--- src/rtl/alu_pkg.sv ---
// Shared decode constants and state encoding for the ALU and the iterative multiply/divide unit.
package alu_pkg;

    // R-type funct codes
    localparam logic [5:0] FUNCT_SLL   = 6'b000000;
    localparam logic [5:0] FUNCT_SRL   = 6'b000010;
    localparam logic [5:0] FUNCT_SRA   = 6'b000011;
    localparam logic [5:0] FUNCT_JR    = 6'b001000;
    localparam logic [5:0] FUNCT_MFHI  = 6'b010000;
    localparam logic [5:0] FUNCT_MTHI  = 6'b010001;
    localparam logic [5:0] FUNCT_MFLO  = 6'b010010;
    localparam logic [5:0] FUNCT_MTLO  = 6'b010011;
    localparam logic [5:0] FUNCT_MULT  = 6'b011000;
    localparam logic [5:0] FUNCT_MULTU = 6'b011001;
    localparam logic [5:0] FUNCT_DIV   = 6'b011010;
    localparam logic [5:0] FUNCT_DIVU  = 6'b011011;
    localparam logic [5:0] FUNCT_ADD   = 6'b100000;
    localparam logic [5:0] FUNCT_ADDU  = 6'b100001;
    localparam logic [5:0] FUNCT_SUB   = 6'b100010;
    localparam logic [5:0] FUNCT_SUBU  = 6'b100011;
    localparam logic [5:0] FUNCT_AND   = 6'b100100;
    localparam logic [5:0] FUNCT_OR    = 6'b100101;
    localparam logic [5:0] FUNCT_XOR   = 6'b100110;
    localparam logic [5:0] FUNCT_NOR   = 6'b100111;
    localparam logic [5:0] FUNCT_SLT   = 6'b101010;
    localparam logic [5:0] FUNCT_SLTU  = 6'b101011;

    // ALU_Func encodings driven to the combinational ALU
    localparam logic [3:0] ALU_FUNC_AND  = 4'd0;
    localparam logic [3:0] ALU_FUNC_OR   = 4'd1;
    localparam logic [3:0] ALU_FUNC_ADD  = 4'd2;
    localparam logic [3:0] ALU_FUNC_SLL  = 4'd3;
    localparam logic [3:0] ALU_FUNC_SRL  = 4'd4;
    localparam logic [3:0] ALU_FUNC_SRA  = 4'd5;
    localparam logic [3:0] ALU_FUNC_SUB  = 4'd6;
    localparam logic [3:0] ALU_FUNC_SLT  = 4'd7;
    localparam logic [3:0] ALU_FUNC_SLTU = 4'd8;
    localparam logic [3:0] ALU_FUNC_XOR  = 4'd9;
    localparam logic [3:0] ALU_FUNC_NOR  = 4'd10;

    typedef enum logic [1:0] {IDLE, MUL, DIV, FIX} muldiv_state_t;

    function automatic logic is_muldiv_funct(input logic [5:0] f);
        return (f == FUNCT_MULT) || (f == FUNCT_MULTU) || (f == FUNCT_DIV) || (f == FUNCT_DIVU);
    endfunction

    function automatic logic is_hilo_funct(input logic [5:0] f);
        return (f == FUNCT_MFHI) || (f == FUNCT_MTHI) || (f == FUNCT_MFLO) || (f == FUNCT_MTLO);
    endfunction

endpackage

--- src/rtl/alu_muldiv_unit_datapath.sv ---
// One-bit-per-cycle shift-add multiply / restoring divide on unsigned magnitudes.
// acc holds {partial product high, multiplier} for mul and {remainder, quotient} for div.
module muldiv_iter_datapath #(
    parameter int WIDTH = 32
) (
    input  logic                 clk,
    input  logic                 rst_n,
    input  logic                 load,
    input  logic                 step_mul,
    input  logic                 step_div,
    input  logic [WIDTH-1:0]     mag_a,
    input  logic [WIDTH-1:0]     mag_b,
    output logic [2*WIDTH-1:0]   acc
);

    logic [WIDTH-1:0] operand_b;
    logic [WIDTH-1:0] mul_addend;
    logic [WIDTH:0]   mul_sum;
    logic [WIDTH:0]   rem_shift;
    logic [WIDTH+1:0] diff;

    always_comb begin
        mul_addend = acc[0] ? operand_b : '0;
        mul_sum    = {1'b0, acc[2*WIDTH-1:WIDTH]} + {1'b0, mul_addend};
        rem_shift  = {acc[2*WIDTH-1:WIDTH], acc[WIDTH-1]};
        diff       = {1'b0, rem_shift} - {2'b00, operand_b};
    end

    // A negative trial difference restores the shifted remainder and records a 0 quotient bit
    always_ff @(posedge clk or negedge rst_n) begin
        if (!rst_n) begin
            acc       <= '0;
            operand_b <= '0;
        end else if (load) begin
            acc       <= {{WIDTH{1'b0}}, mag_a};
            operand_b <= mag_b;
        end else if (step_mul) begin
            acc <= {mul_sum, acc[WIDTH-1:1]};
        end else if (step_div) begin
            if (diff[WIDTH+1])
                acc <= {rem_shift[WIDTH-1:0], acc[WIDTH-2:0], 1'b0};
            else
                acc <= {diff[WIDTH-1:0], acc[WIDTH-2:0], 1'b1};
        end
    end

endmodule

--- src/rtl/alu_muldiv_unit.sv ---
// Multiply/divide unit owning HI/LO: decode, FSM, sign handling and pipeline stall.
// Optional macro ALU_MULDIV_DIVZERO_TRAP_EN adds dz_err and short-circuits divide by zero.
module alu_muldiv_unit
    import alu_pkg::*;
#(
    parameter int WIDTH = 32,
    parameter int CNT_W = $clog2(WIDTH) + 1
) (
    input  logic             clk,
    input  logic             rst_n,
    input  logic             op_valid,
    input  logic [5:0]       funct,
    input  logic [WIDTH-1:0] rs_data,
    input  logic [WIDTH-1:0] rt_data,
    output logic             stall,
    output logic             busy,
    output logic             done,
`ifdef ALU_MULDIV_DIVZERO_TRAP_EN
    output logic             dz_err,
`endif
    output logic [WIDTH-1:0] rd_data,
    output logic [WIDTH-1:0] hi,
    output logic [WIDTH-1:0] lo
);

    muldiv_state_t state, next_state;

    logic [CNT_W-1:0]   cnt;
    logic               div_mode;
    logic               neg_q;
    logic               neg_r;
    logic               dz_flag;
    logic               is_mul, is_div, is_signed;
    logic               start_mul, start_div, accept;
    logic               mthi_wr, mtlo_wr;
    logic               sign_a, sign_b;
    logic [WIDTH-1:0]   mag_a, mag_b;
    logic [2*WIDTH-1:0] acc;
    logic [2*WIDTH-1:0] prod_res;
    logic [WIDTH-1:0]   q_res, r_res;

    always_comb begin
        is_mul    = (funct == FUNCT_MULT) || (funct == FUNCT_MULTU);
        is_div    = (funct == FUNCT_DIV)  || (funct == FUNCT_DIVU);
        is_signed = (funct == FUNCT_MULT) || (funct == FUNCT_DIV);
        start_mul = op_valid && is_mul && !busy;
        start_div = op_valid && is_div && !busy;
        accept    = start_mul || start_div;
        mthi_wr   = op_valid && (funct == FUNCT_MTHI) && !busy;
        mtlo_wr   = op_valid && (funct == FUNCT_MTLO) && !busy;
        stall     = op_valid && busy && (is_muldiv_funct(funct) || is_hilo_funct(funct));
        sign_a    = is_signed && rs_data[WIDTH-1];
        sign_b    = is_signed && rt_data[WIDTH-1];
        mag_a     = sign_a ? -rs_data : rs_data;
        mag_b     = sign_b ? -rt_data : rt_data;
        prod_res  = neg_q ? -acc : acc;
        q_res     = neg_q ? -acc[WIDTH-1:0] : acc[WIDTH-1:0];
        r_res     = neg_r ? -acc[2*WIDTH-1:WIDTH] : acc[2*WIDTH-1:WIDTH];
        if (funct == FUNCT_MFHI)
            rd_data = hi;
        else if (funct == FUNCT_MFLO)
            rd_data = lo;
        else
            rd_data = '0;
    end

    always_ff @(posedge clk or negedge rst_n) begin
        if (!rst_n)
            state <= IDLE;
        else
            state <= next_state;
    end

    always_comb begin
        next_state = state;
        case (state)
            IDLE: begin
                if (start_mul)
                    next_state = MUL;
                else if (start_div) begin
`ifdef ALU_MULDIV_DIVZERO_TRAP_EN
                    next_state = (rt_data == '0) ? FIX : DIV;
`else
                    next_state = DIV;
`endif
                end
            end
            MUL, DIV: begin
                if (cnt == CNT_W'(WIDTH - 1))
                    next_state = FIX;
            end
            FIX:     next_state = IDLE;
            default: next_state = IDLE;
        endcase
    end

    muldiv_iter_datapath #(.WIDTH(WIDTH)) u_datapath (
        .clk      (clk),
        .rst_n    (rst_n),
        .load     (accept),
        .step_mul (state == MUL),
        .step_div (state == DIV),
        .mag_a    (mag_a),
        .mag_b    (mag_b),
        .acc      (acc)
    );

    // Results are committed in FIX; divide by zero returns all-ones quotient and the dividend as remainder
    always_ff @(posedge clk or negedge rst_n) begin
        if (!rst_n) begin
            cnt      <= '0;
            div_mode <= 1'b0;
            neg_q    <= 1'b0;
            neg_r    <= 1'b0;
            dz_flag  <= 1'b0;
            busy     <= 1'b0;
            done     <= 1'b0;
            hi       <= '0;
            lo       <= '0;
`ifdef ALU_MULDIV_DIVZERO_TRAP_EN
            dz_err   <= 1'b0;
`endif
        end else begin
            busy <= (next_state != IDLE);
            done <= (state == FIX);
`ifdef ALU_MULDIV_DIVZERO_TRAP_EN
            dz_err <= (state == FIX) && dz_flag;
`endif
            if (state == IDLE && accept) begin
                cnt      <= '0;
                div_mode <= start_div;
                neg_q    <= sign_a ^ sign_b;
                neg_r    <= sign_a;
                dz_flag  <= start_div && (rt_data == '0);
            end else if (state == MUL || state == DIV) begin
                cnt <= cnt + CNT_W'(1);
            end
            if (state == FIX) begin
`ifdef ALU_MULDIV_DIVZERO_TRAP_EN
                if (!dz_flag) begin
                    if (div_mode) begin
                        lo <= q_res;
                        hi <= r_res;
                    end else begin
                        hi <= prod_res[2*WIDTH-1:WIDTH];
                        lo <= prod_res[WIDTH-1:0];
                    end
                end
`else
                if (div_mode) begin
                    lo <= dz_flag ? {WIDTH{1'b1}} : q_res;
                    hi <= r_res;
                end else begin
                    hi <= prod_res[2*WIDTH-1:WIDTH];
                    lo <= prod_res[WIDTH-1:0];
                end
`endif
            end else begin
                if (mthi_wr)
                    hi <= rs_data;
                if (mtlo_wr)
                    lo <= rs_data;
            end
        end
    end

endmodule

--- config.mk ---
export PLATFORM = sky130hd
export DESIGN_NAME = alu_muldiv_unit
export DESIGN_NICKNAME = d
export VERILOG_FILES = /design/src/rtl/alu_pkg.sv /design/src/rtl/alu_muldiv_unit_datapath.sv /design/src/rtl/alu_muldiv_unit.sv
export SDC_FILE = /design/constraint.sdc
export NUM_CORES = 1
export LEC_CHECK = 0
export CELL_PAD_IN_SITES_DETAIL_PLACEMENT = 0
export CELL_PAD_IN_SITES_GLOBAL_PLACEMENT = 1
export CORE_AREA = 2 2 161 226
export CTS_BUF_LIST = sky130_fd_sc_hd__clkbuf_8
export CTS_CLUSTER_DIAMETER = 30
export DETAILED_ROUTE_END_ITERATION = 10
export DIE_AREA = 0 0 163 228
export PLACE_DENSITY_LB_ADDON = 0.3
export SYNTH_ARGS = -nofsm -noshare
export SYNTH_HDL_FRONTEND = slang
export SYNTH_SLANG_ARGS = --single-unit
export TNS_END_PERCENT = 50
--- constraint.sdc ---
create_clock -name clk -period 4.1 [get_ports clk]
set_input_delay 0.615 -clock clk [delete_from_list [all_inputs] [get_ports clk]]
set_output_delay 0.615 -clock clk [all_outputs]
set_load 0.01 [all_outputs]
* Yosys cells after proc, flatten, opt, wreduce, memory -nomap -nowiden
Index checks and enable logic that the tools add are counted.
** Storage, ports and cells
- Input port bits :: 73
- Word-level logic and storage cells :: 92
- Register bits after elaboration :: 174
** Cells by class
- Reductions and logical operators :: 34
- Muxes and demuxes :: 25
- Add/sub/neg operators :: 8
- Bitwise operators :: 1
- Equality and inequality tests :: 12
** Operators by type and width (count)
- $mux 32 :: 14
- $mux 64 :: 5
- $neg 32->32 :: 4
- $neg 64->64 :: 1
- $eq 6x5->1 const B :: 9
- $sub 33x32->34 :: 1
- $add 32x32->33 :: 1
- $logic_not 32->1 :: 1
- $logic_and 1x1->1 :: 14
- $mux 6 :: 2
- $logic_or 1x1->1 :: 11
- $reduce_bool 2->1 :: 4
- $add 6x1->6 const B :: 1
- $mux 2 :: 3
- $pmux 2 s3 :: 1
- $eq 2x2->1 const B :: 2
- $reduce_bool 3->1 :: 1
- $eq 2x1->1 const B :: 1
- $logic_not 2->1 :: 1
- $reduce_or 2->1 :: 1
- $logic_not 1->1 :: 1
- $xor 1x1->1 :: 1

* Logic depth before layout (Yosys ltp)
- Word-level depth :: 8
- Gate-level depth with buffers :: 14

* By module
Synthesis repeated with hierarchy kept, for this count alone.
** Unflattened totals
- Cell total of the unflattened synthesis :: 1946
- Area, all modules :: 15531.1 um^2
** By module, submodules not included
- muldiv_iter_datapath :: area an instance 8190.4 um^2, instances 1, sequential area each 2402.3 um^2, cells each 1031
- alu_muldiv_unit :: area an instance 7340.8 um^2, instances 1, sequential area each 1951.9 um^2, cells each 915

* Worst setup path after synthesis
Ideal clock, no wire load.
- Kind :: register -> register
- Start point :: register u_datapath.acc[31]
- End point :: register u_datapath.acc[58]
- Clock period less this slack :: 3.330 ns
- Slack :: 0.770 ns
- Data required time :: 3.974 ns
- Cell stages (with the launch flop) :: 14
- Data arrival time :: 3.204 ns
- Library setup time :: 0.126 ns
- Path buffers :: 0
- Path through :: dfrtp_1 -> inv_1 -> ha_1 -> inv_1 -> fa_1 -> a211oi_1 -> nor2_1 -> o31ai_1 -> o21ai_0 -> a311oi_1 -> o221ai_1 -> xor2_1 -> a31o_2 -> a221o_1
** Between the ends
- Longest elaborated chain between the ends :: 5
** Ends and longest elaborated chain
- from (decl) :: line alu_muldiv_unit_datapath.sv:13 : output logic [2*WIDTH-1:0] acc
- from (signal assigned) :: line alu_muldiv_unit_datapath.sv:35 : acc <= {{WIDTH{1'b0}}, mag_a};
- from (signal assigned) :: line alu_muldiv_unit_datapath.sv:38 : acc <= {mul_sum, acc[WIDTH-1:1]};
- from (signal assigned) :: line alu_muldiv_unit_datapath.sv:41 : acc <= {rem_shift[WIDTH-1:0], acc[WIDTH-2:0], 1'b0};
- $sub 33x32->34 :: line alu_muldiv_unit_datapath.sv:26 : diff = {1'b0, rem_shift} - {2'b00, operand_b};
- $mux 64 :: line alu_muldiv_unit_datapath.sv:40 : if (diff[WIDTH+1])
- $mux 64 :: line alu_muldiv_unit_datapath.sv:39 : end else if (step_div) begin
- $mux 64 :: line alu_muldiv_unit_datapath.sv:37 : end else if (step_mul) begin
- $mux 64 :: line alu_muldiv_unit_datapath.sv:34 : end else if (load) begin
Every way passes these cells. The select of a mux whose other input is x is not followed.
A chain may end at the register's enable or synchronous reset.

* Worst setup path after layout
- Start point :: register u_datapath.acc[31]
- End point :: register u_datapath.acc[60]
Same word-level chain as after synthesis.

==> results by group <==
Status
  • Status: completed

STA
  • Hold Slack: 0.1843 ns
  • RSZ-0062 raised after global routing: false
  • Setup violators final: 0
  • Final Critical Period: 3.803 ns
  • Clock skew: 0.02037 ns
  • Slew Viols, Final: 0
  • Achievable frequency: 262.9 MHz
  • Hold Violations, Final: 0
  • Fin crit share: 0.9276
  • TNS Setup: 0 ns
  • Worst-margin pin slew: 1.007 ns
  • Rel. slew slack: 0.3283

Die
  • Die width: 163 um
  • Core ar.: 0.03540 mm2
  • Starting Density: 0.4303
  • Die ar.: 0.03716 mm2
  • I/O Pins: 172
  • Die Height: 228 um
  • Number of core rows: 82

Synthesis
  • Top cell type's share of synthesized area: 0.2859
  • Synthesized-area fraction occupied by adder cells: 0.06341
  • Sequential area share after synthesis: 0.2859
  • Simple-gate share of the synthesized area: 0.1883
  • Post-synth EDFFs: 0
  • Post-synth top flop: dfrtp_1
  • Count of unique library cells instantiated by Yosys: 80
  • Register bit total from synthesis: 174
  • Gate Count Post-Synth: 1870
  • Syn avg cell area: 8.146 um2
  • Multiplexer share of the synthesized area: 0.08116
  • FFs w/ async S/R, synth: 1.000
  • Compound-cell area share of the yosys netlist: 0.2376
  • Syn Nets: 2019
  • Top cells by count, synth: nor2_1, dfrtp_1, nand2_1, o21ai_0, a21oi_1
  • Xor/xnor share of the synthesized area: 0.09775
  • Synth top area cells: dfrtp_1, mux2i_1, ha_1
  • Post-Syn Area: 0.01523 mm2
  • Synth warnings: 0
  • Main combinational cell family by area after synthesis: compound AO/OA/AOI/OAI gates
  • Most frequent cell after synthesis: nor2_1
  • Post-synth top area cell: dfrtp_1

Clock tree
  • Skew-Pair Late Insertion Delay: 0.51 ns
  • Post_cts resized: 0
  • Setup Fix Bufs, Post-CTS: 0
  • Hold_buf cts: 0
  • H-tree depth: 4
  • Root Driver: clkbuf_8
  • Clock transition at the registers of the reported paths: 0.11 ns
  • Num CTS Buffers: 17
  • CTS Sinks: 174
  • CTS tree: yes
  • Longest Clk Path Bufs: 2

Route
  • First-pass DRT Iterations: 7
  • Vias: 14750
  • Vias/cell: 5.929
  • Per-cell routed wire length: 21.29 um
  • Routed wire length: 52970 um
  • Initial DRC count: 1063
  • Antenna-violating nets left: 0
  • DRC: 0

Layout
  • Synth-to-layout area growth: 18.75%
  • Fraction of layout cells with a size suffix above 1: 0.06914
  • Final core utilization: 0.5110
  • Fin nets: 2161

Min path
  • Min-Delay Path Class: primary input to async pin

Setup path
  • CP startpoint kind: register
  • Crit path required time: 4.50 ns
  • Delay-heaviest family, CP: compound AO/OA/AOI/OAI gates
  • Largest stage delay, worst path: 0.42 ns
  • Cell with the largest stage delay on the worst path: fa_1
  • Crit path max fanout: 4
  • Critical Path AT: 4.21 ns
  • Crit path capture type: register
  • Crit path cell chain: inv_1 > ha_1 > inv_1 > fa_1 > a211oi_1 > nor2_1 > o31ai_1 > o21ai_0 > a31oi_1 > o21ai_0 > a211o_1 > a311o_1 > a32o_1
  • CP Buf/Inv Count: 2
  • Crit Path Class: register to register

Power
  • Static leakage: 7.417 nW
  • Pwr Total: 13.82 mW
  • Max IR drop VDD: 324.1 uV
  • Power per cell area: 763.8 mW/mm2

Place
  • Gpl congestion: 1.004
  • I/O Buffers: 171
  • DP Wirelength: 40220 um

Job
  • # Max-Cap Violations: 0

Global route
  • GRT overflow: 0
  • Initial antenna violation count: 1
  • Largest net degree at the start of global routing: 88
  • Total Routing Usage GR: 0.2838
  • Vias in the first global route: 14630
  • Global-route wire length before repair: 82120 um
sequential cells by signal, summed over array words and instances (netlist names):
register              flops
u_datapath.acc           64
neg_r                     1
lo                       32
cnt                       6
div_mode                  1
hi                       32
state                     2
dz_flag                   1
u_datapath.operand_b     32
busy                      1
neg_q                     1
done                      1
cells in the final DEF, fill, tap and decap left out, types with 5 or more instances in the layout:
cell type / count
xnor2_1: 74
or3_1: 20
nor3_1: 39
nor4_1: 12
mux2i_1: 119
nand2_1: 163
a211o_1: 13
nor2b_1: 18
buf_12: 5
nor3b_1: 5
nor2_1: 185
a21oi_1: 145
nand4_1: 17
a21boi_0: 5
o211ai_1: 8
clkdlybuf4s50_1: 169
ha_1: 71
and2_1: 38
o21a_1: 9
o31a_1: 6
buf_4: 59
nand2b_1: 15
o21ai_0: 151
a21o_1: 35
nand3_1: 24
a211oi_1: 78
o31ai_1: 25
a31oi_1: 14
or2_2: 6
dfrtp_1: 174
inv_1: 69
clkbuf_8: 18
o41ai_1: 8
a31o_2: 5
o21bai_1: 9
xor2_1: 96
o221ai_1: 6
and3_1: 8
or4_1: 7
path summary, 6_finish.rpt:
kind,depth (start not counted),from,slack (ns),endpoint
worst max register to register,13,u_datapath.acc[31]$_DFFE_PN0P_,0.30,u_datapath.acc[60]$_DFFE_PN0P_
max in group asynchronous,2,rst_n,2.92,u_datapath.operand_b[29]$_DFFE_PN0N_
worst max-delay path,13,u_datapath.acc[31]$_DFFE_PN0P_,0.30,u_datapath.acc[60]$_DFFE_PN0P_
min in group clk,2,u_datapath.operand_b[14]$_DFFE_PN0N_,0.49,u_datapath.operand_b[14]$_DFFE_PN0N_
worst min register to register,2,u_datapath.operand_b[14]$_DFFE_PN0N_,0.49,u_datapath.operand_b[14]$_DFFE_PN0N_
worst min-delay path,1,rst_n,0.18,lo[7]$_DFFE_PN0P_
per-stage QoR:
stage | instances | instance area (um2) | worst slack [ns]
final | 2488 | 18090 | 0.2969
after global routing | 2488 | 18090 | 0.1384
after CTS | 2487 | 18090 | 0.3352
after global placement | 2455 | 17660 | 0.3753
after floorplan | 1870 | 15230 | 0.7695
after detailed placement | 2455 | 17660 | 0.3571
where the power goes:
| group | internal (mW) | leakage, nW | switching [mW] |
|---|---|---|---|
| Clock | 0.633 | 0.223 | 0.727 |
| Combinational | 3.96 | 5.05 | 5.06 |
| Sequential | 2.48 | 2.15 | 0.960 |
| Total | 7.07 | 7.42 | 6.75 |
worst register-to-register path, stage by stage, from the launching register on:
cell and delay, ns:
dfrtp_1 0.38, inv_1 0.10, ha_1 0.19, inv_1 0.07
fa_1 0.42, a211oi_1 0.28, nor2_1 0.13, o31ai_1 0.37
o21ai_0 0.39, a31oi_1 0.35, o21ai_0 0.14, a211o_1 0.30
a311o_1 0.35, a32o_1 0.24
cells by family after synthesis:
| family | count (synthesis) |
|---|---|
| AND/OR/NAND/NOR | 586 |
| flip-flops | 174 |
| XOR/XNOR | 170 |
| adder cells (fa/ha/maj) | 76 |
| AO/OA/AOI/OAI | 561 |
| multiplexers | 123 |
| buffers and inverters | 180 |
final cells by class:
type                       count  area (um2)
tap                          462       578.1
sequential                   174        4354
inverter                      68       255.2
fill                        3440       17310
multi-input combinational   1516       10220
timing repair buffer         235        2251
clock buffer                  18       247.7
antenna                        1       2.502
clock inverter                14       182.7
routing by layer:
layer | global-route usage | vias up | wire [um]
met5 | 0 | - | 0
met4 | 0.1601 | 0 | 3103
met3 | 0.02891 | 123 | 1813
met2 | 0.5144 | 434 | 27240
met1 | 0.3206 | 7161 | 20820
li1 | - | 7033 | -
Note: power is estimated with default switching activity, not from simulation.
